## config.mk

```make
export PLATFORM = sky130hd
export DESIGN_NAME = matrix_key_emulator_flat
export DESIGN_NICKNAME = d
export VERILOG_FILES = /design/src/rtl/matrix_key_emulator_if.sv /design/src/rtl/matrix_key_emulator.sv /design/src/flat_wrapper.sv
export SDC_FILE = /design/constraint.sdc
export NUM_CORES = 1
export LEC_CHECK = 0
export CORE_MARGIN = 5
export CORE_UTILIZATION = 45
export CTS_BUF_LIST = sky130_fd_sc_hd__clkbuf_16
export DETAILED_ROUTE_END_ITERATION = 16
export GPL_ROUTABILITY_DRIVEN = 1
export PLACE_DENSITY_LB_ADDON = 0.3
export SYNTH_ARGS = -nofsm -noshare
export SYNTH_HDL_FRONTEND = slang
export SYNTH_SLANG_ARGS = --single-unit
```

## constraint.sdc

```tcl
create_clock -name clk -period 3 [get_ports clk]
set_input_delay 0.45 -clock clk [delete_from_list [all_inputs] [get_ports clk]]
set_output_delay 0.45 -clock clk [all_outputs]
set_load 0.1 [all_outputs]
```

## src/rtl/matrix_key_emulator_if.sv

```systemverilog
// Keypad-side and control-side signals of the matrix key emulator.
interface matrix_key_emulator_if;
    logic [3:0] lin_matrix;
    logic [3:0] key_value;
    logic       press_req;
    logic [3:0] col_matrix;
    logic       busy;
    logic       done;
    logic       contact;

    modport master (
        output lin_matrix, key_value, press_req,
        input  col_matrix, busy, done, contact
    );

    modport slave (
        input  lin_matrix, key_value, press_req,
        output col_matrix, busy, done, contact
    );
endinterface

```

## src/rtl/matrix_key_emulator.sv

```systemverilog
// Emulates one bouncing keypad switch on an active-low row/column matrix:
// closed/open bounce pairs, a solid hold, then a release gap before done.
module matrix_key_emulator #(
    parameter int unsigned HOLD_CYCLES    = 64,
    parameter int unsigned RELEASE_CYCLES = 32,
    parameter int unsigned BOUNCE_PAIRS   = 2,
    parameter int unsigned BOUNCE_PERIOD  = 3
) (
    input logic                  clk,
    input logic                  reset,
    matrix_key_emulator_if.slave bus
);

    typedef enum logic [1:0] {StIdle, StBounce, StHold, StRelease} state_e;

    localparam logic [15:0] HoldLast   = 16'(HOLD_CYCLES - 1);
    localparam logic [15:0] RelLast    = 16'(RELEASE_CYCLES - 1);
    localparam logic [15:0] PairLast   = 16'(2 * BOUNCE_PERIOD - 1);
    localparam logic [15:0] BounceHalf = 16'(BOUNCE_PERIOD);
    localparam logic [3:0]  LastPair   = (BOUNCE_PAIRS == 0) ? 4'd0 : 4'(BOUNCE_PAIRS - 1);
    localparam state_e      FirstPhase = (BOUNCE_PAIRS == 0) ? StHold : StBounce;

    state_e      state_q, state_d;
    logic [15:0] cnt_q, cnt_d;
    logic [3:0]  pair_q, pair_d;
    logic [1:0]  row_q, row_d;
    logic [1:0]  col_q, col_d;
    logic        done_q, done_d;
    logic        contact;
    logic [3:0]  col_matrix;

    // Returns {row, column} for a key code.
    function automatic logic [3:0] key_pos(input logic [3:0] code);
        logic [3:0] pos;
        case (code)
            4'd1:    pos = {2'd0, 2'd0};
            4'd2:    pos = {2'd0, 2'd1};
            4'd3:    pos = {2'd0, 2'd2};
            4'd10:   pos = {2'd0, 2'd3};
            4'd4:    pos = {2'd1, 2'd0};
            4'd5:    pos = {2'd1, 2'd1};
            4'd6:    pos = {2'd1, 2'd2};
            4'd11:   pos = {2'd1, 2'd3};
            4'd7:    pos = {2'd2, 2'd0};
            4'd8:    pos = {2'd2, 2'd1};
            4'd9:    pos = {2'd2, 2'd2};
            4'd12:   pos = {2'd2, 2'd3};
            4'd15:   pos = {2'd3, 2'd0};
            4'd13:   pos = {2'd3, 2'd2};
            4'd14:   pos = {2'd3, 2'd3};
            default: pos = {2'd3, 2'd1};
        endcase
        return pos;
    endfunction

    always_ff @(posedge clk) begin
        if (reset) begin
            state_q <= StIdle;
            cnt_q   <= '0;
            pair_q  <= '0;
            row_q   <= '0;
            col_q   <= '0;
            done_q  <= 1'b0;
        end else begin
            state_q <= state_d;
            cnt_q   <= cnt_d;
            pair_q  <= pair_d;
            row_q   <= row_d;
            col_q   <= col_d;
            done_q  <= done_d;
        end
    end

    always_comb begin
        state_d = state_q;
        cnt_d   = cnt_q;
        pair_d  = pair_q;
        row_d   = row_q;
        col_d   = col_q;
        done_d  = 1'b0;
        unique case (state_q)
            StIdle: begin
                if (bus.press_req) begin
                    {row_d, col_d} = key_pos(bus.key_value);
                    cnt_d   = '0;
                    pair_d  = '0;
                    state_d = FirstPhase;
                end
            end
            StBounce: begin
                // One pair spans 2*BOUNCE_PERIOD counts: closed half first, then open half.
                if (cnt_q == PairLast) begin
                    cnt_d = '0;
                    if (pair_q == LastPair) begin
                        pair_d  = '0;
                        state_d = StHold;
                    end else begin
                        pair_d = pair_q + 4'd1;
                    end
                end else begin
                    cnt_d = cnt_q + 16'd1;
                end
            end
            StHold: begin
                if (cnt_q == HoldLast) begin
                    cnt_d   = '0;
                    state_d = StRelease;
                end else begin
                    cnt_d = cnt_q + 16'd1;
                end
            end
            StRelease: begin
                if (cnt_q == RelLast) begin
                    cnt_d   = '0;
                    done_d  = 1'b1;
                    state_d = StIdle;
                end else begin
                    cnt_d = cnt_q + 16'd1;
                end
            end
            default: state_d = StIdle;
        endcase
    end

    always_comb begin
        contact = 1'b0;
        case (state_q)
            StBounce: contact = (cnt_q < BounceHalf);
            StHold:   contact = 1'b1;
            default:  contact = 1'b0;
        endcase
        // Only the latched row is looked at, so at most one column is pulled low.
        col_matrix = 4'b1111;
        if (contact && !bus.lin_matrix[row_q]) begin
            col_matrix[col_q] = 1'b0;
        end
    end

    assign bus.contact    = contact;
    assign bus.busy       = (state_q != StIdle);
    assign bus.done       = done_q;
    assign bus.col_matrix = col_matrix;

endmodule

```

## src/flat_wrapper.sv

```systemverilog
// flat-port wrapper written by rule: the top's interface ports become plain ports
module matrix_key_emulator_flat 
#(
    parameter int unsigned HOLD_CYCLES    = 64,
    parameter int unsigned RELEASE_CYCLES = 32,
    parameter int unsigned BOUNCE_PAIRS   = 2,
    parameter int unsigned BOUNCE_PERIOD  = 3
)
  (clk, reset, bus_lin_matrix, bus_key_value, bus_press_req, bus_col_matrix, bus_busy, bus_done, bus_contact);
  matrix_key_emulator_if bus_i ();
  input logic clk;
  input logic reset;
  input wire logic [$bits(bus_i.lin_matrix)-1:0] bus_lin_matrix;
  input wire logic [$bits(bus_i.key_value)-1:0] bus_key_value;
  input wire logic [$bits(bus_i.press_req)-1:0] bus_press_req;
  output wire logic [$bits(bus_i.col_matrix)-1:0] bus_col_matrix;
  output wire logic [$bits(bus_i.busy)-1:0] bus_busy;
  output wire logic [$bits(bus_i.done)-1:0] bus_done;
  output wire logic [$bits(bus_i.contact)-1:0] bus_contact;
  assign bus_i.lin_matrix = bus_lin_matrix;
  assign bus_i.key_value = bus_key_value;
  assign bus_i.press_req = bus_press_req;
  assign bus_col_matrix = bus_i.col_matrix;
  assign bus_busy = bus_i.busy;
  assign bus_done = bus_i.done;
  assign bus_contact = bus_i.contact;
  matrix_key_emulator #(.HOLD_CYCLES(HOLD_CYCLES), .RELEASE_CYCLES(RELEASE_CYCLES), .BOUNCE_PAIRS(BOUNCE_PAIRS), .BOUNCE_PERIOD(BOUNCE_PERIOD)) u_core (.clk(clk), .reset(reset), .bus(bus_i));
endmodule
```

======== After elaboration in Yosys (flattened, before gate mapping) ========
Memory sizes are Yosys's and may differ from the RTL's. A register that Yosys moved wholly into a read port is not among the register bits.
Cells that the tools add are included.
word-level totals
  memories kept ........................... 1
  flip-flop bits (word level) ............. 23
  word-level logic and storage cells ...... 57
  output and inout port bits .............. 7
  memory bits (read-only) ................. 64
  input bits .............................. 11
cells by class
  equality and inequality tests ........... 12
  magnitude comparators ................... 4
  muxes and demuxes ....................... 22
  reduce and logical (&&, ||, !) cells .... 10
  bitwise operators ....................... 2
  add/sub/neg operators ................... 2
memories
  memory            depth  bits a word  rd ports  clocked after memory_dff  write ports  RTL line                   text
  (name not given)  16     4            1         1                         0            matrix_key_emulator.sv:35  case (code)
operators with widths
  cell                                                         number
  2-to-1 mux 16 bit                                            4
  one-hot mux 16 bit (4 select lines)                          1
  adder 16 x 1 -> 16 bit, second input constant                1
  == test 16 x 3 -> 1 bit, second input constant               1
  == test 16 x 5 -> 1 bit, second input constant               1
  == test 16 x 6 -> 1 bit, second input constant               1
  less-than comparator 16 x 2 -> 1 bit, second input constant  1
  2-to-1 mux 4 bit                                             4
  2-to-1 mux 2 bit                                             5
  inequality test 2 x 1 -> 1 bit, second input constant        4
  one-hot mux 2 bit (4 select lines)                           1
  one-hot mux 4 bit (2 select lines)                           1
  less-than comparator 2 x 3 -> 1 bit, second input constant   2
  AND reduction 5 bit                                          1
  adder 4 x 1 -> 4 bit, second input constant                  1
  == test 2 bit, second input constant                         2
  == test 4 x 1 -> 1 bit, second input constant                1
  NOT 4 bit                                                    1
  nonzero test 2 bit                                           2
  2-to-1 mux 1 bit                                             3
  AND reduction 3 bit                                          1
  binary-select mux 1 bit (select 2 bit)                       1
  demux 1 bit (select 2 bit)                                   1
  == test 2 x 1 -> 1 bit, second input constant                1
  other kinds (9)                                              10

======== Longest topological paths before layout ========
  word-level depth ........................ 6
  depth in mapped cells ................... 9
  gate-level depth less buffers ........... 7

======== Worst setup path before layout ========
No wires, ideal clock.
  path kind ............................... register -> output
  start point ............................. reg u_core.cnt_q[9]
  end point ............................... out bus_col_matrix[0]
  stages on the path, launching flop included .. 6
  buffers on the path ..................... 0
  slack ................................... 88 ps
  data arrival time ....................... 2462 ps
  cell sequence ........................... dfxtp_1 or4_4 or3_4 o21ai_2 nand2_2 or4_1
between the ends
  cells in the longest elaborated chain, start to end .. 4
ends and longest elaborated chain
  item                                  RTL line                    text
  start, declared                       matrix_key_emulator.sv:24   logic [15:0] cnt_q, cnt_d;
  start signal, assigned                matrix_key_emulator.sv:66   cnt_q <= cnt_d;
  less-than comparator 16 x 2 -> 1 bit  matrix_key_emulator.sv:128  StBounce: contact = (cnt_q < BounceHalf);
  one-hot mux 1 bit (2 select lines)    matrix_key_emulator.sv:127  case (state_q)
  logical AND 1 bit                     matrix_key_emulator.sv:134  if (contact && !bus.lin_matrix[row_q]) begin
  2-to-1 mux 4 bit                      matrix_key_emulator.sv:134
  end, declared                         flat_wrapper.sv:16          output wire logic [$bits(bus_i.col_matrix)-1:0] bus_col_matrix;
Every way passes these cells.

======== Final worst setup path ========
  start point ............................. reg u_core.cnt_q[13]
  end point ............................... out bus_col_matrix[0]
The elaborated chain is that of the path after synthesis.

==> flow_metrics.env <==
export IMPL_hold_end="u_core.cnt_q[15]"
export IMPL_initial_utilization=0.457
export IMPL_drt_first_pass_iters=4
export IMPL_p_leak_uw=0.000739
export IMPL_vias=1705
export IMPL_diodes=0
export IMPL_synth_seq_area_share=0.300
export IMPL_core_area_sq_mm=0.00394
export IMPL_maxCapViolations=0
export IMPL_post_route_period_util=0.987
export IMPL_fp_row_count=23
export IMPL_grt_pass1_wl_mm=6.81
export IMPL_syn_area_per_cell_sq_um=8.04
export IMPL_final_setup_viol_count=0
export IMPL_synth_nets=244
export IMPL_antenna_left=0
export IMPL_wirelength_mm=3.97
export IMPL_grt_overflow=0
export IMPL_dieArea_sq_mm=0.00537
export IMPL_grt_pass1_vias=1548
export IMPL_grt_usage=0.159
export IMPL_antenna_found_initial=0
export IMPL_clk_pin_slew_ns=0.06
export IMPL_via_per_inst=5.84
export IMPL_crit_start="u_core.cnt_q[13]"
export IMPL_status="completed"
export IMPL_hold_viol=0
export IMPL_hp_start="u_core.cnt_q[15]"
export IMPL_post_dp_hpwl_mm=2.98
export IMPL_synth_edf_count=0
export IMPL_clock_latency_ns=0.26
export IMPL_drive_gt1_frac=0.149
export IMPL_fin_worst_skew_ns=0.00138
export IMPL_total_power_uw=1340
export IMPL_criticalPathCategory="reg2out"
export IMPL_io_buffers=17
export IMPL_fill_cells=359
export IMPL_synthFlopType="dfxtp_1"
export IMPL_worstPathRequired_ns=2.55
export IMPL_maxSlewViolCount=0
export IMPL_nNetsFinal=263
export IMPL_critPathArrivalTime_ns=2.51
export IMPL_cts_sinks=27
export IMPL_synth_area_sq_mm=0.00180
export IMPL_remaining_drc_errors=0
export IMPL_cts_buffers_inserted=3
export IMPL_async_flop_share=0
export IMPL_syn_to_final_growth_pct=21.3
export IMPL_wl_per_cell_um=13.6
export IMPL_ios=18
export IMPL_worstSetupStartpointType="register"
export IMPL_vdd_drop_max_uv=630
export IMPL_r2r_end="u_core.cnt_q[8]"
export IMPL_ys_ff_latch=27
export IMPL_syn_inst=224
export IMPL_place_area_sq_mm=0.00206
export IMPL_fp_dieH_um=73.3
export IMPL_fin_crit_ns=2.96
export IMPL_clk_path_buf_depth=2
export IMPL_crit_fanout=7
export IMPL_htreeDepth=1
export IMPL_r2r_slack_ns=0.57
export IMPL_fin_area_sq_mm=0.00218
export IMPL_post_synth_num_cell_types=49
export IMPL_worst_r2r_cell_count=6
export IMPL_powerDensity_mw_per_mm2=613
export IMPL_slew_limit_headroom=0.644
export IMPL_root_buffer="clkbuf_16"
export IMPL_place_congestion=0.772
export IMPL_cts_tree="built"
export IMPL_fmax_mhz=338
export IMPL_dieWidth_um=73.3
export IMPL_critPathCaptureType="primary output"
export IMPL_min_path_cells=2
export IMPL_tightest_slew_ns=0.529
export IMPL_grt_max_degree=19
export IMPL_worstReg2RegStart="u_core.cnt_q[8]"
export IMPL_drtIter0Drc=172
export IMPL_hold_path_class="reg2reg"
export IMPL_yosysWarnings=0
export IMPL_rsz0062_at_grt="true"
## how the worst max path moves through the flow
stage / endpoint / slack [ns] / depth (start not counted)
CTS: bus_col_matrix[1] / 0.008 / 6
detailed placement: bus_col_matrix[2] / 0.19 / 6
global route: bus_col_matrix[2] / -0.01 / 6
floorplan: bus_col_matrix[0] / 0.09 / 5
global placement: bus_col_matrix[2] / 0.22 / 6
finish: bus_col_matrix[0] / 0.04 / 6
## power by group
group | total (uW) | internal (uW) | switching [uW]
logic | 628 | 207 | 421
clock network | 296 | 178 | 118
registers | 414 | 387 | 27.5
## cell usage after synthesis, drive strengths merged (6+ instances only)
cell / n / area (sq um)
nand3: 18 / 90.1
a21oi: 13 / 65.1
inv: 15 / 56.3
o21ai: 17 / 92.6
nand2: 22 / 85.1
nor3: 8 / 40.0
clkbuf: 6 / 22.5
nor2: 12 / 45.0
dfxtp: 27 / 541
or3: 7 / 50.1
nor4: 7 / 58.8
or4: 8 / 67.6
ha: 9 / 113
## cell families (layout without fill, tap and decap cells)
group,Yosys count,after routing,synth area share
simple gates,99,99,0.314
compound gates,54,54,0.209
flops,27,27,0.300
buf+inv,25,43,0.0563
fa+ha+maj,9,9,0.0625
xor+xnor,7,7,0.0341
mux,3,3,0.0236
## repair_timing
item	CTS	global route
hold buffers	0	0
pin swaps	3	4
buffers inserted	2	1
gates resized for setup	3	5
endpoints found under the setup margin	4	4
## state kept, by name (all words and copies together) (netlist names)
register / cells
u_core.bus.done: 1
u_core.row_q: 2
u_core.col_q: 2
u_core.state_q: 2
u_core.cnt_q: 16
u_core.pair_q: 4
## per-stage QoR
step / hold WS (ns) / cells / worst slack [ns] / utilization / TNS (ns)
after floorplan: 0.457 / 224 / 0.0883 / - / 0
after global placement: 0.469 / 285 / 0.218 / 0.523 / 0
after detailed placement: 0.483 / 285 / 0.192 / 0.523 / 0
after CTS: 0.492 / 291 / 0.00754 / 0.549 / 0
after global routing: 0.512 / 292 / -0.0112 / 0.554 / -0.0269
final: 0.480 / 292 / 0.0402 / 0.554 / 0
## metal layers
metal | part of all wire | up-vias | global-route usage | wire length [um]
met1 | 0.46 | 798 | 0.207 | 1840
met4 | 0.012 | 0 | 0.0574 | 46
met3 | 0.038 | 5 | 0.0287 | 151
met2 | 0.49 | 32 | 0.262 | 1930
met5 | 0 | - | 0 | 0
li1 | - | 870 | - | -
## layout make-up
type                    count  area, sq um  share of cell area
flip-flops and latches     27          548               0.251
clock buffers               3         75.1              0.0344
repair buffers             24          268               0.123
well taps                  50         62.6              0.0287
multi-input cells         172         1170               0.536
inverters                  15         56.3              0.0258
clock inverters             1         3.75             0.00172
## layout by cell type, fill, tap and decap left out, drive strengths merged, types with 2 or more instances in the layout
cell / instances
nor2: 12
a21oi: 13
nand2: 22
o32ai: 3
buf: 14
a31oi: 3
o22ai: 2
nor3: 8
o31ai: 3
ha: 9
clkbuf: 3
o21ai: 17
mux2i: 2
a211oi: 5
clkdlybuf4s50: 10
nand3: 18
nor3b: 2
nor4: 7
o21a: 2
or4b: 2
o41ai: 2
or3: 7
and3: 2
inv: 16
xnor2: 2
nor2b: 2
or4: 8
nand4: 3
o311ai: 4
dfxtp: 27
xor2: 5
## critical path: stages (launching register included)
cell     delay (ns)
dfxtp_4        0.36
or4_4          0.51
or3_4          0.42
o21ai_2        0.17
nand2_2        0.10
or4_4          0.50
buf_12         0.18
Note: power is estimated with default switching activity, not from simulation.
